**src/rtl/arb16_rr_if.sv**
```systemverilog
// Requester-side bundle for the 16-way round-robin arbiter.
// The slave modport is the arbiter; master is the requester/driver side.
interface arb16_rr_if;
    logic [15:0] req;
    logic        done;
    logic [3:0]  sel;
    logic [15:0] grant;
    logic        valid;
    logic        timeout;

    modport master (output req, output done,
                    input  sel, input grant, input valid, input timeout);
    modport slave  (input  req, input done,
                    output sel, output grant, output valid, output timeout);
endinterface

```
**src/rtl/arb16_rr.sv**
```systemverilog
// Round-robin arbiter for one shared mux16 datapath; sel feeds mux16.sel.
// All outputs registered; a grant ends on done, withdrawal or timeout.
module arb16_rr #(
    parameter int TIMEOUT = 255,
    parameter int CW      = 8
) (
    input  logic      clk,
    input  logic      reset,
    arb16_rr_if.slave bus
);
    typedef enum logic {IDLE, BUSY} state_t;

    localparam logic [CW-1:0] TO_CNT = CW'(TIMEOUT);

    state_t          state_q, state_d;
    logic [3:0]      sel_q, sel_d;
    logic [15:0]     grant_q, grant_d;
    logic            valid_q, valid_d;
    logic            timeout_q, timeout_d;
    logic [CW-1:0]   cnt_q, cnt_d;
    logic [3:0]      last_q, last_d;
    logic            pick_vld;
    logic [3:0]      pick_idx;
    logic [3:0]      idx;

    // Search starts one past the last owner so every requester gets a turn.
    always_comb begin
        pick_vld = 1'b0;
        pick_idx = 4'd0;
        idx      = 4'd0;
        for (int k = 1; k <= 16; k++) begin
            idx = last_q + 4'(k);
            if (!pick_vld && bus.req[idx]) begin
                pick_vld = 1'b1;
                pick_idx = idx;
            end
        end
    end

    always_comb begin
        state_d   = state_q;
        sel_d     = sel_q;
        grant_d   = grant_q;
        valid_d   = valid_q;
        timeout_d = 1'b0;
        cnt_d     = cnt_q;
        last_d    = last_q;
        case (state_q)
            IDLE: begin
                grant_d = '0;
                valid_d = 1'b0;
                if (pick_vld) begin
                    sel_d   = pick_idx;
                    grant_d = 16'(1) << pick_idx;
                    valid_d = 1'b1;
                    cnt_d   = CW'(1);
                    state_d = BUSY;
                end
            end
            BUSY: begin
                if (bus.done || !bus.req[sel_q] ||
                    (TIMEOUT != 0 && cnt_q == TO_CNT)) begin
                    // done and withdrawal take precedence over the timeout pulse
                    timeout_d = !bus.done && bus.req[sel_q];
                    grant_d   = '0;
                    valid_d   = 1'b0;
                    last_d    = sel_q;
                    state_d   = IDLE;
                end else if (cnt_q != '1) begin
                    cnt_d = cnt_q + CW'(1);
                end
            end
            default: state_d = IDLE;
        endcase
    end

    always_ff @(posedge clk or posedge reset) begin
        if (reset) begin
            state_q   <= IDLE;
            sel_q     <= 4'd0;
            grant_q   <= '0;
            valid_q   <= 1'b0;
            timeout_q <= 1'b0;
            cnt_q     <= '0;
            last_q    <= 4'd15;
        end else begin
            state_q   <= state_d;
            sel_q     <= sel_d;
            grant_q   <= grant_d;
            valid_q   <= valid_d;
            timeout_q <= timeout_d;
            cnt_q     <= cnt_d;
            last_q    <= last_d;
        end
    end

    assign bus.sel     = sel_q;
    assign bus.grant   = grant_q;
    assign bus.valid   = valid_q;
    assign bus.timeout = timeout_q;
endmodule

```
**src/flat_wrapper.sv**
```systemverilog
// flat-port wrapper written by rule: the top's interface ports become plain ports
module arb16_rr_flat 
#(
    parameter int TIMEOUT = 255,
    parameter int CW      = 8
)
  (clk, reset, bus_req, bus_done, bus_sel, bus_grant, bus_valid, bus_timeout);
  arb16_rr_if bus_i ();
  input  logic clk;
  input  logic reset;
  input wire logic [$bits(bus_i.req)-1:0] bus_req;
  input wire logic [$bits(bus_i.done)-1:0] bus_done;
  output wire logic [$bits(bus_i.sel)-1:0] bus_sel;
  output wire logic [$bits(bus_i.grant)-1:0] bus_grant;
  output wire logic [$bits(bus_i.valid)-1:0] bus_valid;
  output wire logic [$bits(bus_i.timeout)-1:0] bus_timeout;
  assign bus_i.req = bus_req;
  assign bus_i.done = bus_done;
  assign bus_sel = bus_i.sel;
  assign bus_grant = bus_i.grant;
  assign bus_valid = bus_i.valid;
  assign bus_timeout = bus_i.timeout;
  arb16_rr #(.TIMEOUT(TIMEOUT), .CW(CW)) u_core (.clk(clk), .reset(reset), .bus(bus_i));
endmodule
```
**config.mk**
```make
export PLATFORM = sky130hd
export DESIGN_NAME = arb16_rr_flat
export DESIGN_NICKNAME = d
export VERILOG_FILES = /design/src/rtl/arb16_rr_if.sv /design/src/rtl/arb16_rr.sv /design/src/flat_wrapper.sv
export SDC_FILE = /design/constraint.sdc
export NUM_CORES = 1
export LEC_CHECK = 0
export ABC_AREA = 1
export CORE_MARGIN = 4
export CORE_UTILIZATION = 40
export CTS_BUF_LIST = sky130_fd_sc_hd__clkbuf_4
export DETAILED_ROUTE_END_ITERATION = 8
export DONT_BUFFER_PORTS = 1
export PLACE_DENSITY = 0.6
export SLEW_MARGIN = 40
export SYNTH_ARGS = -nofsm -noshare
export SYNTH_HDL_FRONTEND = slang
export SYNTH_SLANG_ARGS = --single-unit
```
**constraint.sdc**
```tcl
create_clock -name clk -period 4.6 [get_ports clk]
set_input_delay 1.15 -clock clk [delete_from_list [all_inputs] [get_ports clk]]
set_output_delay 1.15 -clock clk [all_outputs]
set_load 0.01 [all_outputs]
```
# Yosys cells after proc, flatten, opt, wreduce, memory -nomap -nowiden
# Cells that the tools add are included.
[word_totals] regBits=35 latch_bits=0 mem_bits_rw=0 romBits=0 inputBits=19 out_inout_bits=22 wordCells=166 n_memories=0
[op_classes] add_sub_neg=16 mul=0 div_mod_pow=0 n_lt_le_gt_ge=17 eq_ne=6 shift=1 muxes=80 bitwise_logic=1 reduce_logical=38
[op_table] cell="less-than comparator 4 x 5 -> 1 bit, second input constant" count=17
[op_table] cell="binary-select mux 1 bit (select 4 bit)" count=17
[op_table] cell="two-way mux 4 bit" count=16
[op_table] cell="two-way mux 1 bit" count=38
[op_table] cell="adder 4 bit, second input constant" count=8
[op_table] cell="two-way mux 16 bit" count=2
[op_table] cell="one-hot mux 16 bit (2 select lines)" count=1
[op_table] cell="two-way mux 8 bit" count=3
[op_table] cell="logical NOT 1 bit" count=17
[op_table] cell="adder 4 x 3 -> 4 bit, second input constant" count=4
[op_table] cell="logical AND 1 bit" count=16
[op_table] cell="one-hot mux 8 bit (2 select lines)" count=1
[op_table] cell="left shift 1 x 4 -> 16 bit, first input constant" count=1
[op_table] cell="adder 4 x 2 -> 4 bit, second input constant" count=2
[op_table] cell="adder 8 x 1 -> 8 bit, second input constant" count=1
[op_table] cell="== test 8 bit, second input constant" count=1
[op_table] cell="inequality test 8 bit, second input constant" count=1
[op_table] cell="inequality test 2 bit, second input constant" count=3
[op_table] cell="adder 4 x 1 -> 4 bit, second input constant" count=1
[op_table] cell="one-hot mux 1 bit (2 select lines)" count=2
[op_table] cell="AND reduction 2 bit" count=2
[op_table] cell="AND reduction 3 bit" count=1
[op_table] cell="logical OR 1 bit" count=2
[op_table] cell="inequality test 2 x 1 -> 1 bit, second input constant" count=1
[op_table] cell="inverter 1 bit" count=1

# Longest topological paths before layout
# Gate-level depths: netlist of run 1.
[depth] depth_word=52 ltp_mapped=31 depth_no_buf=29

# Worst setup path after synthesis of run 1
# OpenSTA, ideal clock, no wires.
[synth_timing] path_type="register to register" from="register u_core.last_q[0]" to="register u_core.sel_q[1], in the netlist u_core.bus.sel[1]" t_arrival_ns=3.406 required_ns=4.478 slack_ns=1.072 path_stages_with_launch=27 synth_period_minus_slack_ns=3.528 cell_sequence="dfstp_2 -> buf_6 -> inv_6 -> buf_8 -> ha_1 -> inv_2 -> buf_2 -> nand3_1 -> nand3_2 -> nand2_2 -> nand2_2 -> nand2_4 -> nor2_8 -> nand4_4 -> nor2_8 -> nand4_4 -> nor2_8 -> nand3_4 -> nor2_4 -> nand2_2 -> nor2_4 -> nand2_1 -> nand2_1 -> inv_2 -> buf_2 -> nand2_1 -> o21ai_1"
[synth_via] elab_chain_len=50
[synth_lines] item="from (decl)" line_no="arb16_rr.sv:21" text="logic [3:0] last_q, last_d;"
[synth_lines] item="from (signal assigned)" line_no="arb16_rr.sv:93" text="last_q <= last_d;"
[synth_lines] item="adder 4 x 1 -> 4 bit" line_no="arb16_rr.sv:32" text="idx = last_q + 4'(k);"
[synth_lines] item="binary-select mux 1 bit (select 4 bit)" line_no="arb16_rr.sv:33" text="if (!pick_vld && bus.req[idx]) begin"
[synth_lines] item="two-way mux 1 bit (not written as such)" line_no="arb16_rr.sv:33"
[synth_lines] item="two-way mux 1 bit" line_no="arb16_rr.sv:33"
[synth_lines] item="logical NOT 1 bit" line_no="arb16_rr.sv:33"
[synth_lines] item="logical AND 1 bit" line_no="arb16_rr.sv:33"
[synth_lines] item="two-way mux 1 bit" line_no="arb16_rr.sv:33"
[synth_lines] item="logical NOT 1 bit" line_no="arb16_rr.sv:33"
[synth_lines] item="[... 34 more ...]"
[synth_lines] item="two-way mux 1 bit" line_no="arb16_rr.sv:33"
[synth_lines] item="logical NOT 1 bit" line_no="arb16_rr.sv:33"
[synth_lines] item="logical AND 1 bit" line_no="arb16_rr.sv:33"
[synth_lines] item="two-way mux 1 bit" line_no="arb16_rr.sv:33"
[synth_lines] item="logical NOT 1 bit" line_no="arb16_rr.sv:33"
[synth_lines] item="logical AND 1 bit" line_no="arb16_rr.sv:33"
[synth_lines] item="two-way mux 1 bit" line_no="arb16_rr.sv:33"
[synth_lines] item="AND reduction 2 bit (no line)"
[synth_lines] item="to (signal assigned)" line_no="arb16_rr.sv:88" text="sel_q <= sel_d;"
[synth_lines] item="to (decl)" line_no="arb16_rr.sv:16" text="logic [3:0] sel_q, sel_d;"
# Parallel ways exist; a longest one is shown, timed or not. The select of a mux whose other input is x is not followed.
# A chain may end at the register's enable or synchronous reset.

# Worst setup path in the final report of run 1
[layout_timing] from="register u_core.last_q[1]" to="register u_core.cnt_q[0]"
[layout_via] elab_chain_len=51
[layout_lines] item="adder 4 x 1 -> 4 bit" line_no="arb16_rr.sv:32"
[layout_lines] item="binary-select mux 1 bit (select 4 bit)" line_no="arb16_rr.sv:33"
[layout_lines] item="two-way mux 1 bit (not written as such)" line_no="arb16_rr.sv:33"
[layout_lines] item="two-way mux 1 bit" line_no="arb16_rr.sv:33"
[layout_lines] item="logical NOT 1 bit" line_no="arb16_rr.sv:33"
[layout_lines] item="logical AND 1 bit" line_no="arb16_rr.sv:33"
[layout_lines] item="two-way mux 1 bit" line_no="arb16_rr.sv:33"
[layout_lines] item="logical NOT 1 bit" line_no="arb16_rr.sv:33"
[layout_lines] item="[... 35 more ...]"
[layout_lines] item="logical NOT 1 bit" line_no="arb16_rr.sv:33"
[layout_lines] item="logical AND 1 bit" line_no="arb16_rr.sv:33"
[layout_lines] item="two-way mux 1 bit" line_no="arb16_rr.sv:33"
[layout_lines] item="logical NOT 1 bit" line_no="arb16_rr.sv:33"
[layout_lines] item="logical AND 1 bit" line_no="arb16_rr.sv:33"
[layout_lines] item="two-way mux 1 bit (*)" line_no="arb16_rr.sv:33"
[layout_lines] item="inequality test 2 x 1 -> 1 bit (no line) (*)"
[layout_lines] item="AND reduction 3 bit (no line) (*)"
[layout_lines] item="to (signal assigned)" line_no="arb16_rr.sv:92" text="cnt_q <= cnt_d;"
[layout_lines] item="to (decl)" line_no="arb16_rr.sv:20" text="logic [CW-1:0] cnt_q, cnt_d;"
# Mark *: on every way between the ends. The rest lies on a longest branch, timed or not. The select of a mux whose other input is x is not followed.

==> results_dict.tcl, run 1 <==
set metrics [dict create \
    status "finished clean" \
    clk_latency_ns 0.34 \
    synth-edff-count 0 \
    clock-root-buffer "clkbuf_4" \
    critPathSlowestCell "dfstp_2" \
    fin_skew_ns 0.0122 \
    ctsResizeCount 0 \
    synth_compound_gate_area_share 0.0675 \
    ys_warn_count 0 \
    synth_nets 618 \
    clk_pin_slew_worst_paths_ns 0.10 \
    viasPerCell 5.32 \
    cts.htree.levels 2 \
    slowest_delay_ns 0.54 \
    coreArea_mm2 0.00928 \
    layout-drive-gt1-share 0.173 \
    crit_top_cell "nand2_1" \
    worst_pin_slew_ns 0.753 \
    reg2reg_to "u_core.cnt_q[0]" \
    cts_tree "built" \
    grt_pass1_wl_um 17800 \
    drtIter0Drc 334 \
    area_growth_pct 4.69 \
    hold_depth 2 \
    async_flop_share 1.00 \
    die-area_mm2 0.0112 \
    layout.nets 618 \
    drt-pass1-iter-count 5 \
    grt_max_degree 36 \
    seq_area_um2 881 \
    gp_congestion 0.964 \
    maxSlewHeadroom 0.493 \
    die_w_um 106 \
    maxCapViolations 0 \
    hold_viol 0 \
    vias 3829 \
    reg2reg_from "u_core.last_q[1]" \
    initial_core_util 0.411 \
    path_depth 24 \
    synth_seq_area_share 0.231 \
    critPathKind "flop to flop" \
    diodes 0 \
    hpwl_um 8740 \
    synth_fa_ha_area_frac 0.0295 \
    drc_errors 0 \
    worstPathCellList "inv_2 -> ha_1 -> inv_2 -> nand3_1 -> nand3_1 -> nand2_1 -> nand2_1 -> nand2_1 -> inv_2 -> nand4_4 -> nor2_8 -> nand4_4 -> nor2_8 -> nand3_4 -> nor2_4 -> nand2_2 -> nor2_4 -> nand2_1 -> nand2_1 -> inv_2 -> nor2_4 -> inv_2 -> nand2_1 -> o21ai_1" \
    reg2reg_depth 24 \
    synth_cell_types 41 \
    end_kind "flop" \
    ios 41 \
    fin_crit_ns 4.05 \
    detail-route-antenna-nets 0 \
    num_rows 35 \
    gr-total-overflow 0 \
    grt_use_total 0.196 \
    post_cts_buffers 0 \
    synth_xor_area_frac 0.0341 \
    syn_inst 590 \
    cts_hold_buffers 0 \
    worst_setup_path_start_kind "flop" \
    synth_mux_area_frac 0 \
    tns_ns 0 \
    wl_per_cell_um 15.0 \
    min_to "u_core.bus.timeout" \
    worstPathMaxFanout 16 \
    synth_top_family_by_area "simple AND/OR/NAND/NOR gates" \
    rsz0062_at_grt "no" \
    syn_area_mm2 0.00382 \
    die_h_um 106 \
    startpoint "u_core.last_q[1]" \
    grt_pass1_vias 3603 \
    numCtsBuffers 5 \
    syn_area_per_cell_um2 6.47 \
    cts.sink_count 35 \
    post-route-period-util 0.880 \
    clk_path_buf_depth 2 \
    path_buf_inv 5 \
    synthSimpleGateAreaFrac 0.547 \
    hp-start "u_core.state_q" \
    synth_ff_type "dfrtp_1" \
    r2r_setup_slack_ns 0.55 \
    arrival_ns 4.25 \
    multi_input_area_mm2 0.00259 \
    wl_um 10800 \
    ys_ff_latch 35 \
    nFillCells 994 \
    port_buffers 0 \
    path_delay_family "simple AND/OR/NAND/NOR gates" \
    antenna_found_initial 0 \
    critPathRequiredTime_ns 4.80 \
    setup_viol 0 \
    hold_class "flop to flop" \
    fmax_mhz 247 \
    finalMaxSlewViolations 0 \
]
registers in the layout, summed over array words and instances, names as in the netlist:
name	count
u_core.cnt_q	8
u_core.bus.sel	4
u_core.bus.valid	1
u_core.bus.grant	16
u_core.last_q	4
u_core.state_q	1
u_core.bus.timeout	1
worst register-to-register path, delay by kind of cell (launching register included):
| kind | cells | cell delay [ns] |
|---|---|---|
| AND/OR/NAND/NOR | 17 | 2.03 |
| buffers and inverters | 5 | 0.74 |
| flip-flops | 1 | 0.54 |
| adder cells (fa/ha/maj) | 1 | 0.54 |
| AO/OA/AOI/OAI | 1 | 0.05 |
per-layer routing:
metal,routed length [um],share of wire,up-vias,track usage
li1,-,-,1943,-
met1,4760,0.44,1712,0.267
met2,5030,0.47,157,0.320
met3,767,0.071,17,0.0214
met4,208,0.019,0,0.0712
met5,0,0,-,0
cell usage in the layout, fill, tap and decap left out, types with 2 or more instances in the layout:
cell      count
a21oi_1       5
a31oi_1       2
buf_4         9
clkbuf_4      6
clkinv_1      4
clkinv_2      2
dfrtp_1      31
dfstp_2       4
ha_1          9
inv_1        43
inv_2        15
nand2_1     180
nand2_2      21
nand2_4       5
nand3_1     104
nand3_2      15
nand4_1      22
nand4_4       3
nor2_1       42
nor2_2       10
nor2_4        4
nor2_8        3
nor3_1        2
o21ai_0      17
o21ai_1       5
o221ai_1      4
o31ai_1       2
xor2_1       12
how the worst max path moves through the flow:
stage                                 endpoint
after floorplan              u_core.bus.sel[1]
after global placement         u_core.cnt_q[0]
after detailed placement       u_core.cnt_q[0]
after CTS                      u_core.cnt_q[0]
after global routing      u_core.bus.grant[10]
final                          u_core.cnt_q[0]
logic make-up (layout without fill, tap and decap cells):
group                      count (synthesis)  count (layout)
AOI/OAI and AO/OA                         41              41
and+or+nand+nor                          412             412
buffers and inverters                     79              80
xor gates and xnor gates                  14              14
adders and majority gates                  9               9
DFF                                       35              35
per-stage QoR:
step                setup slack, ns  cells   util  area [um2]  hold slack, ns
finish                        0.552    720  0.430        4000           0.544
global route                  0.164    720  0.430        4000           0.574
CTS                           0.548    720  0.430        4000           0.555
detailed placement            0.565    712  0.425        3940           0.524
global placement              0.743    712  0.424        3940           0.523
floorplan                      1.07    590      -        3820           0.492
cell usage after synthesis, types with 2 or more instances:
library cell | instances | area, um2
buf_2 | 6 | 30.0
clkbuf_1 | 4 | 15.0
nand2_4 | 5 | 56.3
o31ai_1 | 2 | 15.0
inv_1 | 43 | 161
nand3_2 | 15 | 150
buf_4 | 3 | 22.5
clkinv_2 | 2 | 10.0
nor3_1 | 2 | 10.0
o21ai_1 | 5 | 25.0
ha_1 | 9 | 113
nand4_1 | 22 | 138
nor2_4 | 4 | 45.0
o21ai_0 | 17 | 85.1
xor2_1 | 12 | 105
nand2_2 | 21 | 131
nand4_4 | 3 | 63.8
dfrtp_1 | 31 | 776
a21oi_1 | 5 | 25.0
buf_6 | 2 | 22.5
clkinv_1 | 2 | 7.51
o221ai_1 | 4 | 35.0
nor2_8 | 3 | 60.1
a31oi_1 | 2 | 12.5
inv_2 | 15 | 56.3
nor2_2 | 9 | 56.3
dfstp_2 | 4 | 105
nand2_1 | 180 | 676
nand3_1 | 104 | 521
nor2_1 | 43 | 161
layout make-up:
class	count	share of cell area
Timing Repair Buffer	9	0.0169
Inverter	63	0.0611
Multi-Input combinational cell	476	0.648
Clock buffer	6	0.0113
Tap cell	129	0.0404
Sequential cell	35	0.220
Clock inverter	2	0.00188
Power of run 1 is not shown: default switching activity piles up to over one toggle a cycle in this logic, so the estimate is an artifact.
==> run 2, diff against run 1 <==
--- a/config.mk
+++ b/config.mk
@@ -8,11 +8,9 @@
 export ABC_AREA = 1
 export CORE_MARGIN = 4
 export CORE_UTILIZATION = 40
-export CTS_BUF_LIST = sky130_fd_sc_hd__clkbuf_4
 export DETAILED_ROUTE_END_ITERATION = 8
 export DONT_BUFFER_PORTS = 1
 export PLACE_DENSITY = 0.6
-export SLEW_MARGIN = 40
 export SYNTH_ARGS = -nofsm -noshare
 export SYNTH_HDL_FRONTEND = slang
 export SYNTH_SLANG_ARGS = --single-unit
==> run 2 against run 1 <==
- wire length rose by 1.3%
- register-to-register slack about the same
- sequential share of layout area down 0.20 points
- critical path depth stayed put
- via count increased by 0.31%
- hold slack worse by 0.010 ns
- die area unchanged
- final cell count unchanged
- design area increased by 0.91%
==> results_dict.tcl, run 2 (same netlist as run 1, synthesis figures left out) <==
set metrics [dict create \
    worst_setup_path_start_kind "flop" \
    coreArea_mm2 0.00928 \
    maxCapViolations 0 \
    grt_use_total 0.199 \
    critPathKind "flop to flop" \
    gp_congestion 0.964 \
    wl_um 10900 \
    die_w_um 106 \
    cts.htree.levels 2 \
    status "finished clean" \
    reg2reg_from "u_core.last_q[1]" \
    viasPerCell 5.33 \
    vias 3841 \
    tns_ns 0 \
    arrival_ns 4.19 \
    finalMaxSlewViolations 0 \
    grt_pass1_vias 3660 \
    fin_skew_ns 0.0151 \
    reg2reg_depth 24 \
    fmax_mhz 247 \
    crit_top_cell "inv_2" \
    wl_per_cell_um 15.1 \
    r2r_setup_slack_ns 0.54 \
    met2_usage 0.321 \
    worstPathMaxFanout 16 \
    busiest_layer "met2" \
    drc_errors 0 \
    clock-root-buffer "clkbuf_8" \
    gr-total-overflow 0 \
    layout-drive-gt1-share 0.173 \
    cts_hold_buffers 0 \
    hold_class "flop to flop" \
    place_inst 712 \
    detail-route-antenna-nets 0 \
    die-area_mm2 0.0112 \
    hold_viol 0 \
    cts_tree "built" \
    num_rows 35 \
    worstPathCellList "inv_2 -> ha_1 -> inv_2 -> nand3_1 -> nand3_2 -> nand2_2 -> nand2_2 -> nand2_4 -> nor2_8 -> nand4_4 -> nor2_8 -> nand4_4 -> nor2_8 -> nand3_4 -> nor2_4 -> nand2_2 -> nor2_4 -> nand2_1 -> nand2_1 -> inv_2 -> nor2_4 -> inv_2 -> nand2_1 -> o21ai_1" \
    clk_path_buf_depth 2 \
    maxSlewHeadroom 0.318 \
    area_growth_pct 5.64 \
    final_common_cell "nand2_1" \
    numCtsBuffers 5 \
    clk_latency_ns 0.30 \
    reg2reg_to "u_core.cnt_q[0]" \
    critPathSlowestCell "ha_1" \
    grt_max_degree 36 \
    clk_pin_slew_worst_paths_ns 0.06 \
    rsz0062_at_grt "no" \
    worst_pin_slew_ns 1.02 \
    cts.sink_count 35 \
    layout.nets 618 \
    largest_register_ffs 16 \
    use_met1 0.266 \
    port_buffers 0 \
    min_to "u_core.bus.timeout" \
    use_met3 0.0300 \
    hold_depth 2 \
    die_h_um 106 \
    initial_core_util 0.411 \
    post-route-period-util 0.882 \
    hpwl_um 8850 \
    finalNonFillerCells 720 \
    slowest_delay_ns 0.54 \
    antenna_found_initial 0 \
    drt-pass1-iter-count 4 \
    layout_common_cells "180 x nand2_1, 104 x nand3_1, 43 x inv_1, 43 x nor2_1, 31 x dfrtp_1" \
    hp-start "u_core.state_q" \
    final_cell_area_mm2 0.00403 \
    end_kind "flop" \
    grt_pass1_wl_um 18100 \
    post_cts_buffers 0 \
    fin_crit_ns 4.06 \
    drtIter0Drc 280 \
    place_area_mm2 0.00394 \
    setup_viol 0 \
    ctsResizeCount 0 \
    ios 41 \
    diodes 0 \
    critPathRequiredTime_ns 4.73 \
]
## run 2: worst max path at each step
stage / slack (ns) / depth (start not counted) / end / from
6_report: 0.54 / 24 / u_core.cnt_q[0] / u_core.last_q[1]
5_1_grt: 0.20 / 24 / u_core.cnt_q[0] / u_core.last_q[1]
4_1_cts: 0.54 / 24 / u_core.cnt_q[0] / u_core.last_q[1]
3_5_place_dp: 0.56 / 24 / u_core.cnt_q[0] / u_core.last_q[1]
3_3_place_gp: 0.74 / 24 / u_core.cnt_q[0] / u_core.last_q[1]
2_1_floorplan: 1.07 / 26 / u_core.bus.sel[1] / u_core.last_q[0]
## run 2: worst max-delay path: cells and delay by family (launching register included)
kind / cells / cell delay [ns]
simple gates: 18 / 2.09
buf+inv: 4 / 0.66
fa+ha+maj: 1 / 0.54
flops: 1 / 0.53
compound gates: 1 / 0.06
## run 2: per-layer routing
metal	part of all wire	vias to the layer above
li1	-	1942
met1	0.44	1747
met2	0.46	129
met3	0.061	23
met4	0.029	0
met5	0	-
## run 2: area by class of cell
type	count	area (um2)
Clock inverter	1	5.00
Sequential cell	35	881
Clock buffer	7	86.3
Inverter	63	244
Tap cell	129	161
Timing Repair Buffer	9	67.6
Fill cell	984	5250
Multi-Input combinational cell	476	2590
## run 2: through the flow
step	util	worst slack (ns)	hold slack, ns
floorplan	-	1.07	0.492
global placement	0.424	0.743	0.523
detailed placement	0.424	0.555	0.523
CTS	0.434	0.544	0.545
global route	0.434	0.199	0.564
finish	0.434	0.545	0.534
Power of run 2 is left out for the same reason.
==> run 3, diff against run 2 <==
--- a/config.mk
+++ b/config.mk
@@ -10,6 +10,7 @@
 export CORE_UTILIZATION = 40
 export DETAILED_ROUTE_END_ITERATION = 8
 export DONT_BUFFER_PORTS = 1
+export HOLD_SLACK_MARGIN = 0.02
 export PLACE_DENSITY = 0.6
 export SYNTH_ARGS = -nofsm -noshare
 export SYNTH_HDL_FRONTEND = slang
==> results of run 3 <==
No change in the layout: final DEF, timing and power equal those of run 2.
Power of run 3 is left out for the same reason.
